<file path="src/rtl/hs32_pkg.sv">
// HS32 decode-controller shared definitions.
// Prefix codes, legal-prefix ceiling and controller state encoding.
package hs32_pkg;

  localparam logic [3:0] OP_IMM16 = 4'h0;
  localparam logic [3:0] OP_SHIFT = 4'h1;
  localparam logic [3:0] OP_IMM24 = 4'h2;
  localparam logic [3:0] OP_REG   = 4'h3;
  localparam logic [3:0] OP_JUMP  = 4'h4;

  localparam logic [3:0] MAXOP_DEF = OP_JUMP;

  typedef enum logic {
    ST_RUN  = 1'b0,
    ST_TRAP = 1'b1
  } state_e;

  function automatic logic [3:0] op_of(input logic [31:0] w);
    return w[31:28];
  endfunction

endpackage

</file>
<file path="src/rtl/hs32_ibuf.sv">
// HS32 instruction buffer: DEPTH-entry FIFO.
// Holds storage, read/write pointers and occupancy.
module hs32_ibuf
  import hs32_pkg::*;
#(
  parameter  int DEPTH = 2,
  localparam int PW    = $clog2(DEPTH),
  localparam int CW    = $clog2(DEPTH + 1)
) (
  input  logic          clk,
  input  logic          reset,
  input  logic          clr,
  input  logic          push,
  input  logic          pop,
  input  logic [31:0]   din,
  output logic [31:0]   head,
  output logic [CW-1:0] count
);

  logic [31:0]   mem_q [DEPTH];
  logic [31:0]   mem_d [DEPTH];
  logic [PW-1:0] wr_ptr_q, wr_ptr_d;
  logic [PW-1:0] rd_ptr_q, rd_ptr_d;
  logic [CW-1:0] count_q, count_d;

  always_comb begin
    mem_d    = mem_q;
    wr_ptr_d = wr_ptr_q;
    rd_ptr_d = rd_ptr_q;
    count_d  = count_q;
    if (clr) begin
      wr_ptr_d = '0;
      rd_ptr_d = '0;
      count_d  = '0;
    end else begin
      if (push) begin
        mem_d[wr_ptr_q] = din;
        wr_ptr_d = wr_ptr_q + PW'(1);
      end
      if (pop) begin
        rd_ptr_d = rd_ptr_q + PW'(1);
      end
      unique case ({push, pop})
        2'b10:   count_d = count_q + CW'(1);
        2'b01:   count_d = count_q - CW'(1);
        default: count_d = count_q;
      endcase
    end
  end

  always_ff @(posedge clk) begin
    if (reset) begin
      wr_ptr_q <= '0;
      rd_ptr_q <= '0;
      count_q  <= '0;
    end else begin
      wr_ptr_q <= wr_ptr_d;
      rd_ptr_q <= rd_ptr_d;
      count_q  <= count_d;
    end
    mem_q <= mem_d;
  end

  assign head  = mem_q[rd_ptr_q];
  assign count = count_q;

endmodule

</file>
<file path="src/rtl/hs32_dec_ctl.sv">
// HS32 decode controller: buffers fetched words, issues
// legal prefixes to execute, traps on illegal ones.
module hs32_dec_ctl
  import hs32_pkg::*;
#(
  parameter int         DEPTH = 2,
  parameter logic [3:0] MAXOP = MAXOP_DEF
) (
  input  logic        clk,
  input  logic        reset,
  input  logic [31:0] instd,
  input  logic        ackd,
  output logic        reqd,
  output logic [31:0] dec_inst,
  output logic        exec_req,
  input  logic        exec_ack,
  input  logic        flush,
  output logic        trap,
  output logic [3:0]  trap_op,
  input  logic        trap_clr,
  output logic [15:0] issued
);

  localparam int CW = $clog2(DEPTH + 1);

  state_e        state_q, state_d;
  logic          trap_q, trap_d;
  logic [3:0]    trap_op_q, trap_op_d;
  logic [15:0]   issued_q, issued_d;

  logic [31:0]   head;
  logic [CW-1:0] count;
  logic [3:0]    op;
  logic          has;
  logic          run;
  logic          push;
  logic          issue;
  logic          trap_hit;
  logic          clr_pop;

  assign op  = op_of(head);
  assign has = (count != '0);
  assign run = !reset && !flush && (state_q == ST_RUN);

  assign reqd     = run && (count < CW'(DEPTH));
  assign exec_req = run && has && (op <= MAXOP);
  assign dec_inst = has ? head : 32'h0;

  assign push     = reqd && ackd;
  assign issue    = exec_req && exec_ack;
  assign trap_hit = run && has && (op > MAXOP);
  // Trap acknowledge retires the offending head without issuing it.
  assign clr_pop  = !flush && (state_q == ST_TRAP) && trap_clr;

  hs32_ibuf #(
    .DEPTH (DEPTH)
  ) u_ibuf (
    .clk   (clk),
    .reset (reset),
    .clr   (flush),
    .push  (push),
    .pop   (issue || clr_pop),
    .din   (instd),
    .head  (head),
    .count (count)
  );

  always_comb begin
    state_d   = state_q;
    trap_d    = trap_q;
    trap_op_d = trap_op_q;
    issued_d  = issued_q + {15'h0, issue};
    if (flush) begin
      state_d   = ST_RUN;
      trap_d    = 1'b0;
      trap_op_d = 4'h0;
    end else begin
      unique case (1'b1)
        trap_hit: begin
          state_d   = ST_TRAP;
          trap_d    = 1'b1;
          trap_op_d = op;
        end
        clr_pop: begin
          state_d   = ST_RUN;
          trap_d    = 1'b0;
          trap_op_d = 4'h0;
        end
        default: ;
      endcase
    end
  end

  always_ff @(posedge clk) begin
    if (reset) begin
      state_q   <= ST_RUN;
      trap_q    <= 1'b0;
      trap_op_q <= 4'h0;
      issued_q  <= 16'h0;
    end else begin
      state_q   <= state_d;
      trap_q    <= trap_d;
      trap_op_q <= trap_op_d;
      issued_q  <= issued_d;
    end
  end

  assign trap    = trap_q;
  assign trap_op = trap_op_q;
  assign issued  = issued_q;

endmodule

</file>
<file path="config.mk">
export PLATFORM = sky130hd
export DESIGN_NAME = hs32_dec_ctl
export DESIGN_NICKNAME = d
export VERILOG_FILES = /design/src/rtl/hs32_pkg.sv /design/src/rtl/hs32_ibuf.sv /design/src/rtl/hs32_dec_ctl.sv
export SDC_FILE = /design/constraint.sdc
export NUM_CORES = 1
export LEC_CHECK = 0
export ABC_AREA = 0
export CORE_MARGIN = 4
export CORE_UTILIZATION = 40
export DETAILED_ROUTE_END_ITERATION = 16
export PLACE_DENSITY = 0.68
export REMOVE_ABC_BUFFERS = 1
export SETUP_SLACK_MARGIN = 0.5
export SLEW_MARGIN = 10
export SYNTH_ARGS = -nofsm -noshare
export SYNTH_HDL_FRONTEND = slang
export SYNTH_SLANG_ARGS = --single-unit
</file>
<file path="constraint.sdc">
create_clock -name clk -period 7 [get_ports clk]
set_input_delay 1.05 -clock clk [delete_from_list [all_inputs] [get_ports clk]]
set_output_delay 1.05 -clock clk [all_outputs]
set_load 0.1 [all_outputs]
</file>
==> flow_metrics.env <==
export IMPL_cts_reportedPaths_clkPinSlew_ns=0.09
export IMPL_final_core_util_pct=54.7
export IMPL_synth_top_area_cell="sky130_fd_sc_hd__edfxtp_1"
export IMPL_whs_path_depth=2
export IMPL_grt_max_degree=38
export IMPL_routed_via_count=2333
export IMPL_cts_htree_levels=3
export IMPL_tritoncts_num_buffers=9
export IMPL_first_global_vias=2356
export IMPL_synth_ff_latch_count=89
export IMPL_post_cts_hold_buffer_count=0
export IMPL_run_status="completed"
export IMPL_tritoncts="yes"
export IMPL_drt_initial_drc_count=75
export IMPL_final_min_period_over_clock_period_pct=71.0
export IMPL_start_kind="input port"
export IMPL_portBuffers=92
export IMPL_post_synth_edffs=64
export IMPL_antenna_left=0
export IMPL_switching_portion_of_total_power_pct=24.1
export IMPL_timing_critical_path_arrival_ns=3.92
export IMPL_synth_warning_count=0
export IMPL_clock_sink_count=89
export IMPL_final_nets=405
export IMPL_post_drt_via_cell_ratio=4.89
export IMPL_die_x_um=103
export IMPL_dieArea_um2=10500
export IMPL_fin_worst_skew_ns=0.0131
export IMPL_cts_post_setup_buffers_inserted=0
export IMPL_die_y_um=103
export IMPL_min_period_ns=4.97
export IMPL_drt_pre_antenna_iters=4
export IMPL_seq_power_share_pct=59.5
export IMPL_powerDensity_nw_per_um2=202
export IMPL_synth_area_per_cell_um2=13.2
export IMPL_cts_repair_resized=0
export IMPL_grt_setup_unrepaired="no"
export IMPL_synth_most_common_cell="sky130_fd_sc_hd__edfxtp_1"
export IMPL_ys_async_sr_fraction_pct=0
export IMPL_initial_utilization_pct=41.1
export IMPL_worst_skew_pair_late_latency_ns=0.36
export IMPL_power_internal_uw=732
export IMPL_drc=0
export IMPL_maxCapViolCount=0
export IMPL_place_congestion=0.754
export IMPL_wire_length_of_the_first_global_routing_pass_um=11400
export IMPL_fin_cells=477
export IMPL_overflow=0
export IMPL_final_hold_violation_count=0
export IMPL_yosys_area_top_type_share_pct=53.6
export IMPL_diodes=0
export IMPL_fmax_ghz=0.201
export IMPL_power_clock_fraction_pct=33.2
export IMPL_power_after_layout_uw=965
export IMPL_cp_end_kind="output pin"
export IMPL_dp_cells=461
export IMPL_wirelength_um=7310
export IMPL_tightestPinTransition_ns=1.10
export IMPL_placeableCoreArea_um2=8720
export IMPL_power_leakage_uw=0.00155
export IMPL_psw_uw=233
export IMPL_highest_fanout_seen_on_the_critical_path=18
export IMPL_synth_yosys_seq_area_share_pct=67.6
export IMPL_grt_antenna_before_repair=0
export IMPL_design_portCount=93
export IMPL_wl_per_cell_um=15.3
export IMPL_detailedPlacementHpwl_um=4960
export IMPL_ff2ff_path_depth=9
export IMPL_synthesis_instances=271
export IMPL_maxSlewHeadroom_pct=26.4
export IMPL_ys_dominant_reg_cell="sky130_fd_sc_hd__edfxtp_1"
export IMPL_cts_buffer_depth=2
export IMPL_area_growth_syn_to_layout_pct=33.2
export IMPL_clockRootBuffer="sky130_fd_sc_hd__clkbuf_8"
export IMPL_min_delay_path_class="register to register"
export IMPL_ir_drop_mv=0.0918
export IMPL_grtUsageTotal_pct=14.2
export IMPL_report_final_setup_viol=0
export IMPL_synth_cells_most_frequent="64 x sky130_fd_sc_hd__edfxtp_1, 51 x sky130_fd_sc_hd__nor2_1, 36 x sky130_fd_sc_hd__mux2i_1"
export IMPL_worst_setup_path_type="input port to output pin"
export IMPL_fp_row_count=34
export IMPL_yosysUniqueCellTypes=30
export IMPL_synth_top_cells_by_area="sky130_fd_sc_hd__edfxtp_1 54%, sky130_fd_sc_hd__dfxtp_1 14%, sky130_fd_sc_hd__mux2i_1 10%"
export IMPL_final_max_slew_violation_count=0
export IMPL_cp_data_required_time_ns=5.95
export IMPL_combinationalPowerShare_pct=7.3
export IMPL_share_of_post_route_cells_with_drive_strength_above_1_pct=5.96
export IMPL_post_synth_instance_area_um2=3580
export IMPL_setup_total_negative_slack_ns=0
==> registers in the layout (all words and copies together), names as in the netlist <==
| register | count |
|---|---|
| trap | 1 |
| u_ibuf.mem_q | 64 |
| u_ibuf.rd_ptr_q | 1 |
| u_ibuf.count | 2 |
| issued | 16 |
| u_ibuf.wr_ptr_q | 1 |
| trap_op | 4 |
==> layer usage <==
metal  share of wire (%)  GRT usage [%]
met1                  42           17.4
met3                 4.7           3.32
met4                 1.9           5.95
met2                  51           24.2
met5                   0              0
==> through the flow <==
| stage | hold WS [ns] | cell area, um2 | setup WS (ns) |
|---|---|---|---|
| 3_3_place_gp | 0.444 | 4590 | 2.06 |
| 5_1_grt | 0.510 | 4770 | 1.85 |
| 3_5_place_dp | 0.454 | 4590 | 2.00 |
| 2_1_floorplan | 0.493 | 3510 | 1.31 |
| 6_report | 0.461 | 4770 | 2.03 |
| 4_1_cts | 0.466 | 4770 | 1.99 |
==> cell type report <==
cell class / count / area, um2
Clock buffer: 9 / 124
Clock inverter: 7 / 55.1
Fill cell: 730 / 3950
Inverter: 4 / 15.0
Multi-Input combinational cell: 166 / 1080
Sequential cell: 89 / 2420
Tap cell: 108 / 135
Timing Repair Buffer: 94 / 936
==> worst paths after layout <==
| check | startpoint | endpoint | slack (ns) |
|---|---|---|---|
| worst max-delay path | reset | reqd | 2.03 |
| worst min-delay path | trap_op[1] | trap_op[1] | 0.46 |
| worst max register to register | u_ibuf.rd_ptr_q | issued[14] | 4.03 |
| worst min register to register | trap_op[1] | trap_op[1] | 0.46 |
==> power by group through the flow <==
| stage | registers [uW] | clock network (uW) | logic (uW) |
|---|---|---|---|
| floorplan | 587 | 0 | 33.8 |
| global placement | 586 | 0 | 69.4 |
| detailed placement | 587 | 0 | 70.6 |
| CTS | 575 | 332 | 70.9 |
| global route | 575 | 354 | 74.1 |
| finish | 574 | 320 | 70.0 |
==> worst max-delay path: stages <==
cell and delay (ns):
sky130_fd_sc_hd__clkdlybuf4s50_1 0.74, sky130_fd_sc_hd__or2_0 0.54, sky130_fd_sc_hd__nor3_1 0.37, sky130_fd_sc_hd__clkdlybuf4s50_1 1.21
==> cells by family after synthesis <==
family	count (synthesis)	share of synthesized area, %
fa+ha+maj	3	1.05
xor+xnor	15	3.67
compound gates	16	2.51
flops	89	67.6
simple gates	96	12.7
mux	36	10.1
buf+inv	16	2.44
==> placed cells by master, fill, tap and decap left out, drive strengths merged <==
cell,instances
ha,3
o21a,1
dfxtp,25
nand3,9
nand2b,3
and2,1
clkbuf,9
clkdlybuf4s50,92
or2,1
or3,2
nor2b,1
o21ai,8
edfxtp,64
buf,2
clkinvlp,1
xnor2,10
clkinv,4
inv,6
a21oi,5
a32o,1
nor2,51
xor2,5
nor3,6
mux2i,36
nand4,3
nor4,4
nand2,11
and2b,1
a211oi,1
and3,3
(Power assumes the default switching activity.)
==> edit 1, RTL diff (config.mk and constraints unchanged) <==
Make the reset (`reset`) asynchronous in one clocked block.
--- a/src/rtl/hs32_dec_ctl.sv
+++ b/src/rtl/hs32_dec_ctl.sv
@@ -91,7 +91,7 @@
     end
   end
 
-  always_ff @(posedge clk) begin
+  always_ff @(posedge clk or posedge reset) begin
     if (reset) begin
       state_q   <= ST_RUN;
       trap_q    <= 1'b0;
Function: differs if reset is asserted again (counterexample within 4 cycles, from zero or initial values and one cycle with reset high); with reset held inactive, the same outputs for 4 cycles.
==> edit 1 against the original RTL <==
Total power increased by 7.8%; count of clock-buffer cells in the layout is 1 higher; area after synthesis is 1.4% higher; synthesized cell count is 10% lower; final area up 2.3%; die area up 1.3%; sequential share of layout area grew 0.99 points; routed wire length down 4.3%; setup slack gained 0.50 ns; via count shrank 4.8%; sequential cell count unchanged; largest power group unchanged.
==> edit 1: results (changes against the original RTL) <==
Outcome
  – Status: complete, no violations (unchanged)

Final layout
  – Layout Nets: 380 (was 405)
  – Multi-input gates: 143 (was 166)
  – Fillcell total: 719 (was 730)
  – Buffer share of cell area: 0.192 (was 0.196)
  – Logic inverters: 2 (was 4)
  – Fraction of area in multi-input gates: 0.216 (was 0.227)
  – Clock-cell share: 0.0448 (was 0.0375)
  – Sequential share of cell area: 0.518 (was 0.508)
  – # clk buffers: 10 (was 9)
  – Share of layout cells above drive strength 1: 0.0901 (was 0.0596)
  – Seq cells: 89 (unchanged)

Synth
  – Synth Area in XOR/XNOR: 0.0434 (was 0.0367)
  – Yosys cell types: 35 (was 30)
  – Mux contribution to synthesized area: 0.105 (was 0.101)
  – Compound-gate portion of the synthesized area: 0.0162 (was 0.0251)
  – Top post-synthesis cells by area: edfxtp_1 (53%), dfrtp_1 (14%), mux2i_1 (9.9%) (was edfxtp_1 (54%), dfxtp_1 (14%), mux2i_1 (10%))
  – Register area share after synthesis: 0.696 (was 0.676)
  – Synth Area in Adders: 0.0103 (was 0.0105)
  – Async set or reset register ratio after synthesis: 0.236 (was 0)

Worst setup path
  – Critical Path Fanout Max: 8 (was 18)
  – Max incr delay on CP: 1.13 ns (was 1.21 ns)
  – CP max stage cell: clkdlybuf4s50_1 (unchanged)
  – Terminus of the critical flop-to-flop path: issued[10]$_DFF_PP0_ (was issued[14]$_SDFF_PP0_)
  – R2R setup slack: 3.91 ns (was 4.03 ns)

GRT
  – First-pass GRT wire length: 10800 um (was 11400 um)
  – Vias in the first global route: 2276 (was 2356)

Pwr
  – Lkg Pwr: 1.72 nW (was 1.55 nW)
  – VDD IR max: 119 uV (was 91.8 uV)

Placement
  – Post-DP HPWL: 4820 um (was 4960 um)
  – GP Congestion: 0.802 (was 0.754)

Timing
  – Skew final: 0.00683 ns (was 0.0131 ns)
  – Setup ws final: 2.53 ns (was 2.03 ns)
  – Worst-Margin Slew: 1.15 ns (was 1.10 ns)

Detailed routing
  – First DRT Iteration DRCs: 71 (was 75)
  – Vias: 2222 (was 2333)
  – Drt pass-1 iters: 6 (was 4)

Hold path
  – Hold Crit Depth: 1 (was 2)
edit 1: cell count changes after synthesis, moves of 4 or more:
cell	change
dfxtp_1	-21
nor2_1	-10
o21ai_0	-8
nor4_1	-4
dfrtp_1	+21
edit 1: routing by layer:
metal  routed length (um)  share of wire  GRT usage  up-vias
met2                 3390           0.48      0.221       74
met4                   95          0.014     0.0647        0
met1                 2960           0.42      0.162     1068
met3                  555          0.079     0.0449        8
li1                     -              -          -     1072
met5                    0              0          0        -
edit 1: stage by stage:
step,utilization,std cells,hold WS [ns],area (um2),power (mW)
3_5_place_dp,0.532,436,0.460,4660,0.672
2_1_floorplan,-,234,0.527,3580,0.633
3_3_place_gp,0.532,436,0.457,4660,0.671
4_1_cts,0.557,452,0.475,4880,1.05
5_1_grt,0.557,452,0.493,4880,1.08
6_report,0.557,452,0.470,4880,1.04
edit 1: where the power goes:
group	internal (mW)	switching, mW
clock	0.202	0.179
combinational	0.0305	0.0522
sequential	0.574	0.00305
total	0.806	0.234
==> edit 2, RTL diff (same settings) <==
Made on the original files. `DEPTH` is set to 2 in 2 places; all go to 8.
--- a/src/rtl/hs32_ibuf.sv
+++ b/src/rtl/hs32_ibuf.sv
@@ -3,7 +3,7 @@
 module hs32_ibuf
   import hs32_pkg::*;
 #(
-  parameter  int DEPTH = 2,
+  parameter  int DEPTH = 8,
   localparam int PW    = $clog2(DEPTH),
   localparam int CW    = $clog2(DEPTH + 1)
 ) (
--- a/src/rtl/hs32_dec_ctl.sv
+++ b/src/rtl/hs32_dec_ctl.sv
@@ -3,7 +3,7 @@
 module hs32_dec_ctl
   import hs32_pkg::*;
 #(
-  parameter int         DEPTH = 2,
+  parameter int         DEPTH = 8,
   parameter logic [3:0] MAXOP = MAXOP_DEF
 ) (
   input  logic        clk,
Function: changed (Yosys sat finds a counterexample within 4 cycles, from zero or initial values and one cycle with reset high).
==> edit 2 against the original RTL <==
Area after synthesis grew to 3.1 times the old value; critical endpoint is now exec_req; critical path depth is 1 higher; routed wire length grew to 3.1 times the old value; count of clock-buffer cells in the layout is 32 higher; total power grew to 3.5 times the old value; highest routed layer is now met5; largest cell class unchanged; non-clock buffer count is 9 higher; worst hold slack better by 0.028 ns; sequential cell count is 198 higher; combinational power is 37% higher; final area grew to 2.8 times the old value; setup slack worse by 0.59 ns.
==> edit 2: results (changes against the original RTL) <==
Outcome
  – Status: complete, no violations (unchanged)

Synth
  – Mean post-synth cell area: 19.4 um2 (was 13.2 um2)
  – Register area share after synthesis: 0.742 (was 0.676)
  – Cells after Synth: 577 (was 271)
  – Top post-synthesis cells by count: edfxtp_1 (256), mux4_2 (62), nor2_1 (56) (was edfxtp_1 (64), nor2_1 (51), mux2i_1 (36))
  – Synth Area in Adders: 0.00961 (was 0.0105)
  – Top post-synthesis cells by area: edfxtp_1 (69%), mux4_2 (12%), dfxtp_1 (5.5%) (was edfxtp_1 (54%), dfxtp_1 (14%), mux2i_1 (10%))
  – Synth Area in XOR/XNOR: 0.0109 (was 0.0367)
  – Yosys cell types: 40 (was 30)
  – Post-synth EDFFs: 256 (was 64)

Timing
  – Slew HR: 0.330 (was 0.264)
  – Min Hold Slack: 0.489 ns (was 0.461 ns)

Detailed routing
  – WL final: 22600 um (was 7310 um)
  – Vias: 5665 (was 2333)

Placement
  – DP Area: 12600 um2 (was 4590 um2)
  – Post-DP HPWL: 13000 um (was 4960 um)
  – GP Congestion: 0.778 (was 0.754)
  – Post-Place Cells: 1028 (was 461)

Final layout
  – Layout Nets: 732 (was 405)
  – Finished Layout Cells: 1080 (was 477)
  – Fillcell total: 2230 (was 730)
  – Largest register FFs: 256 (was 64)

Clocking
  – CTS root buf: clkbuf_16 (was clkbuf_8)
  – Total CTS buffers: 28 (was 9)
  – Htree depth: 1 (was 3)

Hold path
  – Hold Path Origin: trap_op[3]$_SDFFE_PP0P_ (was trap_op[1]$_SDFFE_PP0P_)

GRT
  – Gr usage total: 0.145 (was 0.142)
  – Largest net degree at the start of global routing: 67 (was 38)
  – First-pass GRT wire length: 34700 um (was 11400 um)

Worst setup path
  – Cells on worst reg2reg path: 13 (was 9)
  – Reg2Reg Launch Point: u_ibuf.rd_ptr_q[0]$_SDFFE_PP0N_ (was u_ibuf.rd_ptr_q$_SDFFE_PP0N_)
  – R2R setup slack: 2.71 ns (was 4.03 ns)
  – Terminus of the critical flop-to-flop path: u_ibuf.count[3]$_SDFFE_PP0P_ (was issued[14]$_SDFF_PP0_)
  – Arr. time, crit path: 4.51 ns (was 3.92 ns)
## edit 2: cell types whose count changed after synthesis, moves of 5 or more
| cell | unedited run | this run |
|---|---|---|
| a21oi_1 | 5 | 11 |
| buf_2 | 4 | 9 |
| dfxtp_1 | 25 | 31 |
| edfxtp_1 | 64 | 256 |
| mux4_2 | 0 | 62 |
| nor2_1 | 51 | 56 |
| or3_1 | 2 | 7 |
## edit 2: kinds of logic after synthesis
logic type,Yosys count
buffers and inverters,32
multiplexers,103
AO/OA/AOI/OAI,21
XOR/XNOR,14
adder cells (fa/ha/maj),8
AND/OR/NAND/NOR,112
flip-flops,287
## edit 2: per-layer routing
layer / wire (um) / vias to the layer above / part of all wire / track usage
met1: 9550 / 2944 / 0.42 / 0.196
met2: 11300 / 158 / 0.50 / 0.248
met3: 1410 / 28 / 0.062 / 0.0303
li1: - / 2531 / - / -
met4: 355 / 4 / 0.016 / 0.0259
met5: 25 / - / 0.0011 / 0
## edit 2: area by class of cell
type / instances / area (um2) / area share
well taps: 372 / 465 / 0.0344
flip-flops and latches: 287 / 8320 / 0.615
clock inverters: 11 / 93.8 / 0.00693
multi-input cells: 258 / 2810 / 0.208
inverters: 8 / 30.0 / 0.00222
repair buffers: 103 / 1000 / 0.0742
clock buffers: 41 / 813 / 0.0601
## edit 2: power breakdown
group / internal, mW / switching (mW) / leakage (nW) / total [mW]
registers: 1.87 / 0.00202 / 2.56 / 1.87
logic: 0.0336 / 0.0624 / 1.14 / 0.0960
clock network: 0.843 / 0.603 / 0.446 / 1.45
## edit 2: critical path, cell delays in order
cell and delay, ns:
clkdlybuf4s50_1 0.78, or2_0 0.57, nor3_1 0.59, nor3b_1 0.34, clkdlybuf4s50_1 1.19
